[src/rtl/cla_subtractor_pipelined_if.sv]
`default_nettype none
// ============================================================================
// Module   : cla_subtractor_pipelined_if
// Purpose  : Operand/result handshake bundle for the pipelined CLA subtractor.
// Options  : ADD_MODE_EN adds the op_sub operation select.
// Revision : 1.0 - initial release
// ============================================================================
interface cla_subtractor_pipelined_if #(
   parameter int WIDTH = 16
);
   logic             in_valid;
   logic             in_ready;
   logic [WIDTH-1:0] a;
   logic [WIDTH-1:0] b;
   logic             borrow_in;
   logic             out_valid;
   logic             out_ready;
   logic [WIDTH-1:0] diff;
   logic             borrow_out;
   logic             overflow;
`ifdef ADD_MODE_EN
   logic             op_sub;

   modport master (
      output in_valid, a, b, borrow_in, op_sub, out_ready,
      input  in_ready, out_valid, diff, borrow_out, overflow
   );

   modport slave (
      input  in_valid, a, b, borrow_in, op_sub, out_ready,
      output in_ready, out_valid, diff, borrow_out, overflow
   );
`else
   modport master (
      output in_valid, a, b, borrow_in, out_ready,
      input  in_ready, out_valid, diff, borrow_out, overflow
   );

   modport slave (
      input  in_valid, a, b, borrow_in, out_ready,
      output in_ready, out_valid, diff, borrow_out, overflow
   );
`endif
endinterface
`default_nettype wire

[src/rtl/cla_subtractor_pipelined.sv]
`default_nettype none
// ============================================================================
// Module   : cla_subtractor_pipelined
// Purpose  : diff = a - b - borrow_in, one 4-bit carry-lookahead group per stage.
// Options  : ADD_MODE_EN adds op_sub (0 = a + b + borrow_in).
// Revision : 1.0 - initial release
// ============================================================================
module cla_subtractor_pipelined #(
   parameter int WIDTH = 16,
   parameter int GROUP = 4
) (
   input wire clk,
   input wire rst,
   cla_subtractor_pipelined_if.slave bus
);
   localparam int c_STAGES = WIDTH / GROUP;
   localparam int c_LAST   = c_STAGES - 1;

   logic                w_op_in;
   logic [c_STAGES:0]   w_ready;

   logic                w_src_valid [c_STAGES];
   logic [WIDTH-1:0]    w_src_res   [c_STAGES];
   logic [WIDTH-1:0]    w_src_bx    [c_STAGES];
   logic                w_src_cin   [c_STAGES];
   logic                w_src_op    [c_STAGES];

   logic [WIDTH-1:0]    w_nxt_res   [c_STAGES];
   logic [WIDTH-1:0]    w_nxt_bx    [c_STAGES];
   logic                w_nxt_carry [c_STAGES];
   logic                w_nxt_borrow;
   logic                w_nxt_ovf;

   logic [GROUP-1:0]    w_gen;
   logic [GROUP-1:0]    w_prop;
   logic [GROUP:0]      w_c;
   logic                w_term;

   // r_res: resolved diff bits below the current group, untouched minuend above.
   // r_bx : remaining effective subtrahend, shifted so the next group sits at bit 0.
   logic                r_valid [c_STAGES];
   logic [WIDTH-1:0]    r_res   [c_STAGES];
   logic [WIDTH-1:0]    r_bx    [c_STAGES];
   logic                r_carry [c_STAGES];
   logic                r_op    [c_STAGES];
   logic                r_borrow;
   logic                r_ovf;

`ifdef ADD_MODE_EN
   assign w_op_in = bus.op_sub;
`else
   assign w_op_in = 1'b1;
`endif

   always_comb begin
      w_ready           = '0;
      w_ready[c_STAGES] = bus.out_ready;
      for (int k = c_STAGES - 1; k >= 0; k--) begin
         w_ready[k] = ~r_valid[k] | w_ready[k+1];
      end
   end

   always_comb begin
      w_src_valid[0] = bus.in_valid;
      w_src_res[0]   = bus.a;
      w_src_bx[0]    = w_op_in ? ~bus.b : bus.b;
      w_src_cin[0]   = w_op_in ? ~bus.borrow_in : bus.borrow_in;
      w_src_op[0]    = w_op_in;
      for (int k = 1; k < c_STAGES; k++) begin
         w_src_valid[k] = r_valid[k-1];
         w_src_res[k]   = r_res[k-1];
         w_src_bx[k]    = r_bx[k-1];
         w_src_cin[k]   = r_carry[k-1];
         w_src_op[k]    = r_op[k-1];
      end
   end

   always_comb begin
      w_gen        = '0;
      w_prop       = '0;
      w_c          = '0;
      w_term       = 1'b0;
      w_nxt_borrow = 1'b0;
      w_nxt_ovf    = 1'b0;
      for (int k = 0; k < c_STAGES; k++) begin
         w_gen  = w_src_res[k][k*GROUP +: GROUP] & w_src_bx[k][GROUP-1:0];
         w_prop = w_src_res[k][k*GROUP +: GROUP] ^ w_src_bx[k][GROUP-1:0];
         // Flat lookahead: c[i] = OR_j (g[j] & p[j+1..i-1]) | (p[0..i-1] & cin)
         w_c    = '0;
         w_c[0] = w_src_cin[k];
         for (int i = 1; i <= GROUP; i++) begin
            w_c[i] = w_src_cin[k];
            for (int m = 0; m < i; m++) begin
               w_c[i] = w_c[i] & w_prop[m];
            end
            for (int j = 0; j < i; j++) begin
               w_term = w_gen[j];
               for (int m = j + 1; m < i; m++) begin
                  w_term = w_term & w_prop[m];
               end
               w_c[i] = w_c[i] | w_term;
            end
         end
         w_nxt_res[k]                    = w_src_res[k];
         w_nxt_res[k][k*GROUP +: GROUP]  = w_prop ^ w_c[GROUP-1:0];
         w_nxt_bx[k]                     = w_src_bx[k] >> GROUP;
         w_nxt_carry[k]                  = w_c[GROUP];
      end
      // Operands agreeing in sign (after inversion) but result sign differing.
      w_nxt_ovf    = ~(w_src_res[c_LAST][WIDTH-1] ^ w_src_bx[c_LAST][GROUP-1])
                   & (w_nxt_res[c_LAST][WIDTH-1] ^ w_src_res[c_LAST][WIDTH-1]);
      w_nxt_borrow = w_src_op[c_LAST] ? ~w_nxt_carry[c_LAST] : w_nxt_carry[c_LAST];
   end

   always_ff @(posedge clk) begin
      if (rst) begin
         for (int k = 0; k < c_STAGES; k++) begin
            r_valid[k] <= 1'b0;
            r_res[k]   <= '0;
            r_bx[k]    <= '0;
            r_carry[k] <= 1'b0;
            r_op[k]    <= 1'b0;
         end
         r_borrow <= 1'b0;
         r_ovf    <= 1'b0;
      end else begin
         for (int k = 0; k < c_STAGES; k++) begin
            if (w_ready[k]) begin
               r_valid[k] <= w_src_valid[k];
               if (w_src_valid[k]) begin
                  r_res[k]   <= w_nxt_res[k];
                  r_bx[k]    <= w_nxt_bx[k];
                  r_carry[k] <= w_nxt_carry[k];
                  r_op[k]    <= w_src_op[k];
               end
            end
         end
         if (w_ready[c_LAST] && w_src_valid[c_LAST]) begin
            r_borrow <= w_nxt_borrow;
            r_ovf    <= w_nxt_ovf;
         end
      end
   end

   assign bus.in_ready   = w_ready[0];
   assign bus.out_valid  = r_valid[c_LAST];
   assign bus.diff       = r_res[c_LAST];
   assign bus.borrow_out = r_borrow;
   assign bus.overflow   = r_ovf;

endmodule
`default_nettype wire

[src/flat_wrapper.sv]
// flat-port wrapper written by rule: the top's interface ports become plain ports
module cla_subtractor_pipelined_flat 
#(
   parameter int WIDTH = 16,
   parameter int GROUP = 4
)
  (clk, rst, bus_in_valid, bus_a, bus_b, bus_borrow_in, bus_out_ready, bus_in_ready, bus_out_valid, bus_diff, bus_borrow_out, bus_overflow);
  cla_subtractor_pipelined_if #(.WIDTH(WIDTH)) bus_i ();
  input wire clk;
  input wire rst;
  input wire logic [$bits(bus_i.in_valid)-1:0] bus_in_valid;
  input wire logic [$bits(bus_i.a)-1:0] bus_a;
  input wire logic [$bits(bus_i.b)-1:0] bus_b;
  input wire logic [$bits(bus_i.borrow_in)-1:0] bus_borrow_in;
  input wire logic [$bits(bus_i.out_ready)-1:0] bus_out_ready;
  output wire logic [$bits(bus_i.in_ready)-1:0] bus_in_ready;
  output wire logic [$bits(bus_i.out_valid)-1:0] bus_out_valid;
  output wire logic [$bits(bus_i.diff)-1:0] bus_diff;
  output wire logic [$bits(bus_i.borrow_out)-1:0] bus_borrow_out;
  output wire logic [$bits(bus_i.overflow)-1:0] bus_overflow;
  assign bus_i.in_valid = bus_in_valid;
  assign bus_i.a = bus_a;
  assign bus_i.b = bus_b;
  assign bus_i.borrow_in = bus_borrow_in;
  assign bus_i.out_ready = bus_out_ready;
  assign bus_in_ready = bus_i.in_ready;
  assign bus_out_valid = bus_i.out_valid;
  assign bus_diff = bus_i.diff;
  assign bus_borrow_out = bus_i.borrow_out;
  assign bus_overflow = bus_i.overflow;
  cla_subtractor_pipelined #(.WIDTH(WIDTH), .GROUP(GROUP)) u_core (.clk(clk), .rst(rst), .bus(bus_i));
endmodule
[config.mk]
export PLATFORM = sky130hd
export DESIGN_NAME = cla_subtractor_pipelined_flat
export DESIGN_NICKNAME = d
export VERILOG_FILES = /design/src/rtl/cla_subtractor_pipelined_if.sv /design/src/rtl/cla_subtractor_pipelined.sv /design/src/flat_wrapper.sv
export SDC_FILE = /design/constraint.sdc
export NUM_CORES = 1
export LEC_CHECK = 0
export BUFFER_PORTS_ARGS = -buffer_cell sky130_fd_sc_hd__buf_2
export CAP_MARGIN = 20
export CORE_MARGIN = 2
export CORE_UTILIZATION = 44
export DETAILED_ROUTE_END_ITERATION = 10
export GPL_TIMING_DRIVEN = 0
export SETUP_SLACK_MARGIN = 0.5
export SYNTH_ARGS = -nofsm -noshare
export SYNTH_HDL_FRONTEND = slang
export SYNTH_SLANG_ARGS = --single-unit
[constraint.sdc]
create_clock -name clk -period 4.69 [get_ports clk]
set_clock_uncertainty 0.15 [all_clocks]
set_input_delay 0.2345 -clock clk [delete_from_list [all_inputs] [get_ports clk]]
set_output_delay 0.2345 -clock clk [all_outputs]
set_load 0.05 [all_outputs]
==> results of run 1 <==
## how the worst max path moves through the flow
stage and endpoint:
2_1_floorplan u_core.r_bx[0][12], 3_3_place_gp u_core.r_res[1][5], 3_5_place_dp u_core.r_res[1][7], 4_1_cts u_core.r_bx[0][12], 5_1_grt u_core.r_res[1][3], 6_report u_core.r_res[1][3]
## state kept, by name, indices dropped and copies added, names as in the netlist
register               flops
u_core.bus.borrow_out      1
u_core.bus.overflow        1
u_core.r_bx               24
u_core.r_carry             3
u_core.r_op                3
u_core.r_res              64
u_core.r_valid             4
## worst max-delay path, cell delays in order, from the launching register on
cell and delay (ns):
sky130_fd_sc_hd__edfxtp_1 0.48, sky130_fd_sc_hd__nand4b_4 0.17, sky130_fd_sc_hd__clkbuf_1 0.31, sky130_fd_sc_hd__a21o_1 0.83
## power by group
| group | internal, mW | total, mW | switching [mW] |
|---|---|---|---|
| Sequential | 1.04 | 1.05 | 0.0164 |
| Combinational | 0.0741 | 0.173 | 0.0992 |
| Clock | 0.194 | 0.482 | 0.288 |
| Total | 1.30 | 1.71 | 0.403 |
## routing by layer
metal  track usage [%]  up-vias  wire (um)  part of all wire (%)
li1                  -     1252          -                     -
met1              15.5     1046       2920                    47
met2              20.1       61       2990                    48
met3              2.58        6        249                   4.0
met4              5.50        0         81                   1.3
met5                 0        -          0                     0
## cell families (layout without fill, tap and decap cells)
logic type,count (synthesis),in the layout
adder cells (fa/ha/maj),24,24
AND/OR/NAND/NOR,122,122
AO/OA/AOI/OAI,23,23
buffers and inverters,25,114
flip-flops,100,100
XOR/XNOR,12,12
## layout by cell type, fill, tap and decap left out, types with 11 or more instances in the layout
cell	instances
sky130_fd_sc_hd__and3_1	35
sky130_fd_sc_hd__nor2_1	33
sky130_fd_sc_hd__edfxtp_1	97
sky130_fd_sc_hd__buf_2	58
sky130_fd_sc_hd__and2_1	21
sky130_fd_sc_hd__ha_1	20
sky130_fd_sc_hd__xnor2_1	11
sky130_fd_sc_hd__dlygate4sd3_1	16
sky130_fd_sc_hd__inv_1	12
## final cells by class
| cell class | count | area share [%] |
|---|---|---|
| plain buffers | 11 | 1.21 |
| clock buffers | 11 | 2.54 |
| clock inverters | 5 | 0.750 |
| inverters | 14 | 1.06 |
| multi-input cells | 181 | 24.7 |
| flip-flops and latches | 100 | 57.5 |
| well taps | 133 | 3.22 |
| repair buffers | 73 | 9.05 |
==> results.md, run 1 <==
Detailed routing:
- The routed via count divided by cell count is 4.48.
- The number of iterations in the first detailed-routing pass is 4.
- For this block, the initial DRC count from the detailed router was 70.
- The via count of the routed design is 2365.
- For this block, the routed nets add up to 6.24 mm of wire.
- The number of antenna-violating nets in the routed design is 0.
- The wire length per cell is 11.8 um.
- For this run, design rule violations remaining after detail routing come to 0.

Place:
- The placer congestion estimate is 0.730.
- The worst setup slack before clock tree synthesis is 2.35 ns.
- The post-placement cell count is 495.
- The placed standard-cell area is 4810 um^2.
- During placement, the flow inserted port buffers numbering 56.
- The wire-length estimate of the detail-placed layout is 4.57 mm.

Synthesis:
- The unique cell type count in the Yosys netlist is 36.
- The most frequently used flop master after synthesis is sky130_fd_sc_hd__edfxtp_1.
- The share of Yosys cell area claimed by the top area cell type is 66.7%.
- The library cell with the highest instance count after synthesis is sky130_fd_sc_hd__edfxtp_1.
- In this run the cell area of the synthesized design comes to 4370 um^2.
- The largest total area in the synthesized netlist belongs to sky130_fd_sc_hd__edfxtp_1.
- Multiplexer cells account for 0% of the synthesized area.
- The synthesized netlist devotes 7.57% of its cell area to adder and majority cells.
- The number of flops mapped to enable cells by yosys is 97.
- The sequential cell area fraction in the yosys report is 68.1%.
- The net count after synthesis is 367.
- By count the netlist is led by sky130_fd_sc_hd__edfxtp_1 (97), sky130_fd_sc_hd__and3_1 (35), sky130_fd_sc_hd__nor2_1 (33), sky130_fd_sc_hd__and2_1 (21), sky130_fd_sc_hd__ha_1 (20).
- The average instance in the mapped netlist occupies 14.3 um^2.
- The fraction of synthesis flops using an asynchronous set or reset pin is 0%.
- By area the synthesized netlist is led by sky130_fd_sc_hd__edfxtp_1 (67%), sky130_fd_sc_hd__ha_1 (5.7%), sky130_fd_sc_hd__and3_1 (5.0%), sky130_fd_sc_hd__and2_1 (3.0%), sky130_fd_sc_hd__nor2_1 (2.8%).
- The post-synthesis xor/xnor area fraction is 2.41%.
- The post-synthesis simple-gate area fraction is 16.1%.
- After synthesis the netlist holds a flip-flop and latch count of 100.
- The share of the synthesized area in compound gates (AO/OA/AOI/OAI) is 3.18%.
- After synthesis, the largest family of logic cells by area is simple AND/OR/NAND/NOR gates.
- The number of instances in the synthesized netlist is 306.
- The number of synthesis warnings is 0.

Clocking:
- The number of CTS-inserted buffers is 9.
- TritonCTS built the clock tree.
- The clock net sink count is 100.
- The H-tree was split into 3 levels.
- The largest buffer count on any clock path is 2.
- Clock-pin slew was measured on the worst setup and hold paths at 0.10 ns.
- The post-CTS setup buffer count is 0.
- The master cell of the clock root buffer is sky130_fd_sc_hd__clkbuf_8.
- The clock latency of the later-clocked register in the worst-skew pair is 0.35 ns.
- The count of instances resized after the clock tree is built is 0.
- The total of hold buffers inserted after clock tree synthesis is 15.

Cells and area:
- The area of all sequential standard cells is 2970 um^2.
- The repair_antennas step left the layout with diodes totalling 0.
- The fraction of layout instances using a drive strength above 1 is 23.0%.
- The summed area of non-filler cells in the final layout is 5170 um^2.
- The multi-input combinational cells in the finished layout cover a total of 1270 um^2.
- The number of standard cells in the final layout excluding fillers is 528.
- The net count of the finished layout is 451.
- Fill cells in the final layout number 846.
- From synthesis to final layout, the design area changed by 18.4%.
- The fraction of the core area covered by cells at the end of the flow is 53.4%.

Worst setup path:
- The worst setup path startpoint is u_core.r_valid[3].
- The critical path class is reg -> reg.
- The launching point of the worst reg2reg path is u_core.r_valid[3].
- The maximum fanout along the worst path is 26.
- The required arrival time at the worst endpoint is 4.51 ns.
- In this run the critical register-to-register path is captured at u_core.r_res[1][3].
- For the worst setup path, the data arrival time is 2.15 ns.
- The worst register-to-register path has a setup slack of 2.36 ns.
- STA classifies the critical path endpoint as a register.
- Measured in cells, the most critical reg-to-reg path has a length of 3.
- The worst setup path is launched from a register.

Power:
- Across the VDD grid, the largest voltage drop is 0.123 mV.
- For this design the static power due to leakage is 2.28 nW.
- The power density over the cells is 330 nW/um^2.
- The overall power consumption is 1.71 mW.

Floorplanning:
- The die outline width is 104 um.
- In this run the vertical extent of the chip is 104 um.
- The starting utilization of the core area is 45.1%.
- The die covers 10700 um^2.
- The floorplan has 36 rows.
- 57 I/O pins were placed.
- The core outline area is 9680 um^2.

Timing:
- The setup TNS after final layout is 0 ns.
- Setup violations remaining at the end of the flow were counted as 0.
- The transition time at the pin with the least slew margin is 0.982 ns.
- The count of final max-slew check failures came to 0.
- The worst pin sits at a relative slew slack of 34.6%.
- For the finished layout, the period the worst path requires is 2.33 ns.
- Timing would allow up to 0.430 GHz.
- The slack of the critical path is 2.36 ns.
- The final critical path takes up 49.6% of the cycle.
- The worst hold margin is 0.0239 ns.
- The final-report hold violation count is 0.
- Setup repair after global routing left no endpoint under its margin.

Worst hold path:
- The type of the tightest min-delay check is in -> reg.
- The hold-critical path depth is 2.
- The capture endpoint of the worst hold path is u_core.r_res[0][7].
- The startpoint identified for the worst hold timing path is bus_a[7].

Global route:
- For this run, the total global-route usage over all layers was measured as 12.2%.
- The wire length of the first global-routing pass is 10.4 mm.
- The number of antenna violations at the first check in global routing is 0.
- The remaining global-route overflow is 0.
- The number of global-route vias before repair came to 2248.
- Entering global routing, the biggest net connects 30 pins.

Job:
- Max-cap violations in this run came to 0.

Outcome:
- The run finished with clean final reports.
(Power assumes the default switching activity.)
==> run 2: changes to the inputs <==
Clock period 4.69 ns to 2.15 ns, I/O delays scaled along.
==> results.md, run 2 (synthesized netlist as in run 1, its figures left out) <==
Floorplanning:
- The area of the die is 10700 um^2 (unchanged).
- The core outline area is 9680 um^2 (unchanged).
- The die span in y is 104 um (unchanged).
- The number of I/O pins came to 57 (unchanged).
- The starting utilization of the core area is 45.1% (unchanged).
- The die outline width is 104 um (unchanged).
- The number of placement rows is 36 (unchanged).

Worst setup path:
- The capturing point of the worst reg2reg path is u_core.bus.borrow_out (was u_core.r_res[1][3]).
- The launching point of the worst reg2reg path is u_core.r_res[2][12] (was u_core.r_valid[3]).
- The maximum fanout along the worst path was 3 (was 26).
- The worst reg-to-reg path cell count was 6 (was 3).
- The kind of start point of the critical path is a register (unchanged).
- The worst setup path startpoint is u_core.r_res[2][12] (was u_core.r_valid[3]).
- The slowest cell on the critical path is sky130_fd_sc_hd__edfxtp_1 (was sky130_fd_sc_hd__a21o_1).
- Critical-path cell list: ha_1 -> ha_2 -> o211ai_1 -> a21boi_1 -> or3_1 -> a32o_1 (was nand4b_4 -> clkbuf_1 -> a21o_1).
- The worst path arrival time is 2.16 ns (was 2.15 ns).
- The required arrival time at the worst endpoint is 2.25 ns (was 4.51 ns).
- The setup slack of the worst register-to-register path is 0.09 ns (was 2.36 ns).
- The capture point of the worst path is u_core.bus.borrow_out (was u_core.r_res[1][3]).
- The largest stage delay on the critical path is 0.41 ns (was 0.83 ns).
- The critical path class was reg -> reg (unchanged).
- The sort of element at the end of the critical path is a register (unchanged).

Detailed routing:
- The aggregate routed wire length is 7.89 mm (was 6.24 mm).
- The number of antenna-violating nets in the routed design is 0 (unchanged).
- The routed via count divided by cell count is 4.55 (was 4.48).
- The iteration-0 DRC count of the detailed router is 67 (was 70).
- The number of iterations in the first detailed-routing pass is 4 (unchanged).
- The via count of the routed design came to 2657 (was 2365).
- The wire length per cell came to 13.5 um (was 11.8 um).
- The number of design rule violations left after detail routing is 0 (unchanged).

Timing:
- The highest attainable clock frequency was 0.486 GHz (was 0.430 GHz).
- The final-report hold violation count is 0 (unchanged).
- Setup repair after global routing missed its margin: true (was false).
- The worst hold margin came to 0.0779 ns (was 0.0239 ns).
- The worst slew slack as a fraction of its limit came to 73.7% (was 34.6%).
- The count of final max-slew check failures is 0 (unchanged).
- The transition time at the pin with the least slew margin was 0.394 ns (was 0.982 ns).
- The setup TNS after final layout came to 0 ns (unchanged).
- The total setup violations reported at the end of the flow is 0 (unchanged).
- The slack of the critical path is 0.0935 ns (was 2.36 ns).
- The time the worst path needs with I/O delays and setup is 2.06 ns (was 2.33 ns).
- The ratio of final minimum period to clock period is 95.7% (was 49.6%).

Cells and area:
- The number of flip-flops under the largest register name is 64 (unchanged).
- The layout net count is 507 (was 451).
- Top library cells by usage in the layout, fill and taps aside: sky130_fd_sc_hd__edfxtp_1 (97), sky130_fd_sc_hd__buf_2 (57), sky130_fd_sc_hd__and3_1 (34) (was sky130_fd_sc_hd__edfxtp_1 (97), sky130_fd_sc_hd__buf_2 (58), sky130_fd_sc_hd__and3_1 (35)).
- The most common cell after layout, fill and taps aside is sky130_fd_sc_hd__edfxtp_1 (unchanged).
- The register bank with the most flops is u_core.r_res (unchanged).
- Registers with the most flip-flops: u_core.r_res (64), u_core.r_bx (24), u_core.r_valid (4) (unchanged).
- The fill cell total of the finished layout is 741 (was 846).
- The number of antenna diodes is 0 (unchanged).
- The fraction of layout instances using a drive strength above 1 is 44.1% (was 23.0%).
- The relative area change from synthesis to final layout was 38.6% (was 18.4%).

Global route:
- The met1 usage in global routing was 16.8% (was 15.5%).
- The global-route usage over all layers is 14.7% (was 12.2%).
- The maximum number of pins on one net before global-route repair was 23 (was 30).
- The wire length of the first global-routing pass came to 12.3 mm (was 10.4 mm).
- The highest-utilization routing layer at the global route stage is met2 (unchanged).
- The fraction of met2 tracks used by global routing is 26.8% (was 20.1%).
- The number of global-route vias before repair is 2580 (was 2248).
- The remaining global-route overflow was 0 (unchanged).
- The fraction of met3 tracks used by global routing is 2.52% (was 2.58%).
- The number of antenna violations at the first check in global routing came to 0 (unchanged).

Power:
- The power density over the cells is 652 nW/um^2 (was 330 nW/um^2).
- The static leakage is 2.69 nW (was 2.28 nW).
- The overall power consumption is 3.94 mW (was 1.71 mW).
- The maximum vdd drop was 0.279 mV (was 0.123 mV).

Place:
- The count of port buffers added during placement came to 56 (unchanged).
- The worst setup slack before clock tree synthesis is 0.122 ns (was 2.35 ns).
- The placer congestion estimate is 0.728 (was 0.730).
- The detailed placement HPWL is 4.66 mm (was 4.57 mm).

Clocking:
- The number of CTS-inserted buffers is 9 (unchanged).
- The TritonCTS clock tree is built (unchanged).
- The clock net sink count was 100 (unchanged).
- The largest buffer count on any clock path was 2 (unchanged).
- The clock latency of the later-clocked register in the worst-skew pair was 0.35 ns (about the same).
- The master cell of the clock root buffer was sky130_fd_sc_hd__clkbuf_8 (unchanged).
- The clock-pin transition on the worst setup and hold timing paths is 0.09 ns (was 0.10 ns).
- The total number of H-tree levels was 3 (unchanged).

Worst hold path:
- The type of the tightest min-delay check is in -> reg (unchanged).

Outcome:
- Outcome: finished clean (unchanged).

Job:
- The number of violations of the max-capacitance limit is 0 (unchanged).
## run 2: power breakdown
part	internal [mW]	leakage, nW	switching, mW	total, mW
Combinational	0.268	1.54	0.281	0.550
Sequential	2.26	1.06	0.0361	2.29
Clock	0.486	0.0819	0.614	1.10
## run 2: worst max-delay path, delay by kind of cell (launching register included)
family | cells | cell delay (ns)
flops | 1 | 0.41
fa+ha+maj | 2 | 0.49
compound gates | 3 | 0.59
simple gates | 1 | 0.33
## run 2: cell type report
class / count / area, um^2 / share of cell area, %
Buffer: 11 / 96.3 / 1.59
Tap cell: 133 / 166 / 2.75
Inverter: 14 / 67.6 / 1.12
Clock inverter: 3 / 22.5 / 0.372
Sequential cell: 100 / 2970 / 49.1
Multi-Input combinational cell: 187 / 1580 / 26.0
Clock buffer: 13 / 159 / 2.63
Timing Repair Buffer: 122 / 987 / 16.3
Timing Repair inverter: 1 / 5.00 / 0.0827
## run 2: worst min-delay path by stage
stage | startpoint | end | cells after the start
3_3_place_gp | bus_b[6] | u_core.r_bx[0][2] | 2
5_1_grt | bus_b[0] | u_core.r_res[0][0] | 3
3_5_place_dp | bus_b[5] | u_core.r_bx[0][1] | 2
6_report | bus_a[3] | u_core.r_carry[0][0] | 4
4_1_cts | bus_a[3] | u_core.r_carry[0][0] | 4
2_1_floorplan | bus_in_valid | u_core.r_op[0][0] | 2
## run 2: metrics by stage
| step | cell area [um^2] | util, % | cells |
|---|---|---|---|
| 6_report | 6050 | 62.5 | 584 |
| 5_1_grt | 6050 | 62.5 | 584 |
| 4_1_cts | 5670 | 58.5 | 565 |
| 3_5_place_dp | 4840 | 50.0 | 495 |
| 3_3_place_gp | 4840 | 50.0 | 495 |
| 2_1_floorplan | 4400 | - | 306 |
## run 2: timing repair
action                                  4_1_cts  5_1_grt
hold buffers                                 24        0
resized for setup                            38       78
buffers inserted                             24       14
gates cloned                                  6        5
endpoints found under the setup margin      120      149
pin swaps                                    12       26
endpoints found under the hold margin        24        0
## run 2: layer usage
layer	vias up	share of wire [%]	routed length [um]
met4	0	1.7	138
met1	1215	40	3180
met5	-	0	0
met3	10	3.5	277
li1	1376	-	-
met2	56	54	4290
==> run 3: changes to the inputs <==
Clock period 2.15 ns to 2 ns, I/O delays scaled along.
==> results.md, run 3 (synthesized netlist as in run 1, its figures left out) <==
Outcome:
- Outcome: finished, violations left (was finished clean).
- The final reports fail on negative setup slack.

Cells and area:
- The fill cell total of the finished layout was 683 (was 741).
- The number of antenna diodes is 0 (unchanged).
- The number of standard cells in the final layout excluding fillers is 593 (was 584).
- Registers with the most flip-flops: u_core.r_res (64), u_core.r_bx (24), u_core.r_valid (4) (unchanged).
- The layout net count is 516 (was 507).
- The number of flip-flops under the largest register name is 64 (unchanged).
- Top library cells by usage in the layout, fill and taps aside: sky130_fd_sc_hd__edfxtp_1 (97), sky130_fd_sc_hd__buf_2 (57), sky130_fd_sc_hd__and3_4 (34) (was sky130_fd_sc_hd__edfxtp_1 (97), sky130_fd_sc_hd__buf_2 (57), sky130_fd_sc_hd__and3_1 (34)).
- The summed area of non-filler cells in the final layout is 6640 um^2 (was 6050 um^2).
- The most common cell after layout, fill and taps aside is sky130_fd_sc_hd__edfxtp_1 (unchanged).
- The relative area change from synthesis to final layout was 52.2% (was 38.6%).
- The register bank with the most flops is u_core.r_res (unchanged).
- The fraction of layout instances using a drive strength above 1 is 56.5% (was 44.1%).

Clocking:
- The largest buffer count on any clock path is 2 (unchanged).
- The master cell of the clock root buffer is sky130_fd_sc_hd__clkbuf_8 (unchanged).
- The clock-pin transition on the worst setup and hold timing paths is 0.10 ns (was 0.09 ns).
- The number of CTS-inserted buffers is 9 (unchanged).
- The TritonCTS clock tree is built (unchanged).
- The clock net sink count came to 100 (unchanged).
- The total number of H-tree levels is 3 (unchanged).
- The clock latency of the later-clocked register in the worst-skew pair is 0.36 ns (was 0.35 ns).

Worst setup path:
- The worst reg-to-reg path cell count is 6 (unchanged).
- The critical path class is reg -> reg (unchanged).
- The maximum fanout along the worst path was 2 (was 3).
- The worst path arrival time is 2.15 ns (was 2.16 ns).
- The sort of element at the end of the critical path is a register (unchanged).
- The kind of start point of the critical path is a register (unchanged).
- The required arrival time at the worst endpoint is 2.10 ns (was 2.25 ns).

Global route:
- The remaining global-route overflow is 0 (unchanged).
- The number of antenna violations at the first check in global routing is 0 (unchanged).
- The maximum number of pins on one net before global-route repair is 20 (was 23).
- The number of global-route vias before repair is 2797 (was 2580).
- The global-route usage over all layers is 16.9% (was 14.7%).
- The wire length of the first global-routing pass is 14.0 mm (was 12.3 mm).

Place:
- The worst setup slack before clock tree synthesis came to -0.0352 ns (was 0.122 ns).
- The post-placement cell count was 495 (unchanged).
- The placer congestion estimate was 0.727 (was 0.728).
- The count of port buffers added during placement is 56 (unchanged).
- The detailed placement HPWL came to 4.71 mm (was 4.66 mm).
- The placed standard-cell area is 4850 um^2 (was 4840 um^2).

Timing:
- The total setup violations reported at the end of the flow is 1 (was 0).
- The slack of the critical path is -0.0498 ns (was 0.0935 ns).
- The final-report hold violation count is 0 (unchanged).
- The worst hold margin is 0.0511 ns (was 0.0779 ns).
- The count of final max-slew check failures is 0 (unchanged).
- The time the worst path needs with I/O delays and setup is 2.05 ns (was 2.06 ns).
- The highest attainable clock frequency is 0.488 GHz (was 0.486 GHz).
- The worst slew slack as a fraction of its limit was 61.8% (was 73.7%).
- The transition time at the pin with the least slew margin is 0.573 ns (was 0.394 ns).
- Setup repair after global routing missed its margin: true (unchanged).
- The ratio of final minimum period to clock period came to 102% (was 95.7%).

Floorplanning:
- The area of the die came to 10700 um^2 (unchanged).
- The die outline width is 104 um (unchanged).
- The core outline area is 9680 um^2 (unchanged).
- The starting utilization of the core area is 45.1% (unchanged).
- The number of I/O pins is 57 (unchanged).
- The number of placement rows is 36 (unchanged).
- The die span in y was 104 um (unchanged).

Worst hold path:
- The hold-critical path depth was 4 (unchanged).
- The type of the tightest min-delay check was in -> reg (unchanged).

Power:
- The share of power burned in combinational logic is 15.0% (was 13.9%).
- The power density over the cells was 669 nW/um^2 (was 652 nW/um^2).
- The net switching power is 1.10 mW (was 0.931 mW).
- The part of the total power dissipated in the clock network is 29.3% (was 27.9%).
- The static leakage was 2.78 nW (was 2.69 nW).
- The switching portion of total power was 24.8% (was 23.6%).
- The maximum vdd drop is 0.323 mV (was 0.279 mV).
- The sequential share of power is 55.7% (was 58.2%).
- The cell-internal power is 3.34 mW (was 3.01 mW).

Detailed routing:
- The aggregate routed wire length is 9.17 mm (was 7.89 mm).
- The via count of the routed design is 2779 (was 2657).
- The routed via count divided by cell count is 4.69 (was 4.55).
- The wire length per cell is 15.5 um (was 13.5 um).
- The number of iterations in the first detailed-routing pass was 4 (unchanged).
- The iteration-0 DRC count of the detailed router is 72 (was 67).
- The number of antenna-violating nets in the routed design is 0 (unchanged).
- The number of design rule violations left after detail routing was 0 (unchanged).

Job:
- The number of violations of the max-capacitance limit is 0 (unchanged).
-- run 3: cell count changes in the layout (fill, tap and decap cells not counted), moves of 11 or more --
cell	change
sky130_fd_sc_hd__and3_1	-33
sky130_fd_sc_hd__and3_4	+33
sky130_fd_sc_hd__nor2_2	-11
sky130_fd_sc_hd__nor2_4	+13
-- run 3: critical path, stage by stage (launching register included) --
cell and delay [ns]:
sky130_fd_sc_hd__edfxtp_1 0.42, sky130_fd_sc_hd__ha_1 0.31, sky130_fd_sc_hd__ha_2 0.17, sky130_fd_sc_hd__o211ai_1 0.19, sky130_fd_sc_hd__a21boi_1 0.10, sky130_fd_sc_hd__or3_1 0.33
sky130_fd_sc_hd__a32o_1 0.26
-- run 3: cell type report --
| class | count | area [um^2] | share of cell area (%) |
|---|---|---|---|
| tap | 133 | 166 | 2.50 |
| buffer | 11 | 145 | 2.18 |
| inverter | 14 | 70.1 | 1.05 |
| clock buffer | 9 | 124 | 1.86 |
| timing repair buffer | 129 | 1130 | 17.1 |
| multi-input combinational | 190 | 1960 | 29.4 |
| clock inverter | 7 | 75.1 | 1.13 |
| sequential | 100 | 2970 | 44.7 |
-- run 3: final timing paths --
check | startpoint | endpoint | slack (ns)
min reg2reg | u_core.bus.overflow | u_core.bus.overflow | 0.31
min | bus_a[3] | u_core.r_carry[0][0] | 0.05
max | u_core.r_bx[0][24] | u_core.bus.borrow_out | -0.05
max reg2reg | u_core.r_bx[0][24] | u_core.bus.borrow_out | -0.05
-- run 3: power groups by stage --
stage	Sequential [mW]	Combinational, mW	Clock, mW
6_report	2.48	0.667	1.30
5_1_grt	2.49	0.716	1.40
4_1_cts	2.47	0.581	1.32
3_5_place_dp	2.52	0.393	0
3_3_place_gp	2.51	0.385	0
2_1_floorplan	2.57	0.224	0
-- run 3: stage by stage --
step | TNS (ns) | util (%) | power, mW
6_report | -0.0498 | 68.6 | 4.45
3_3_place_gp | -0.0284 | 50.1 | 2.90
3_5_place_dp | -0.0352 | 50.1 | 2.91
2_1_floorplan | 0 | - | 2.79
5_1_grt | -0.179 | 68.6 | 4.61
4_1_cts | -0.0166 | 64.1 | 4.37
-- run 3: routing by layer --
metal	GRT usage (%)	wire (um)	part of all wire, %
met4	5.12	116	1.3
met1	18.0	3350	37
met2	33.5	5440	59
met5	0	0	0
met3	2.96	253	2.8
-- run 3: what timing repair did --
action | CTS | global route
resized for setup | 132 | 79
endpoints found under the hold margin | 24 | 0
pin swaps | 42 | 38
buffers inserted | 31 | 10
setup endpoints to repair | 187 | 188
cloned | 15 | 2
hold buffers | 24 | 0
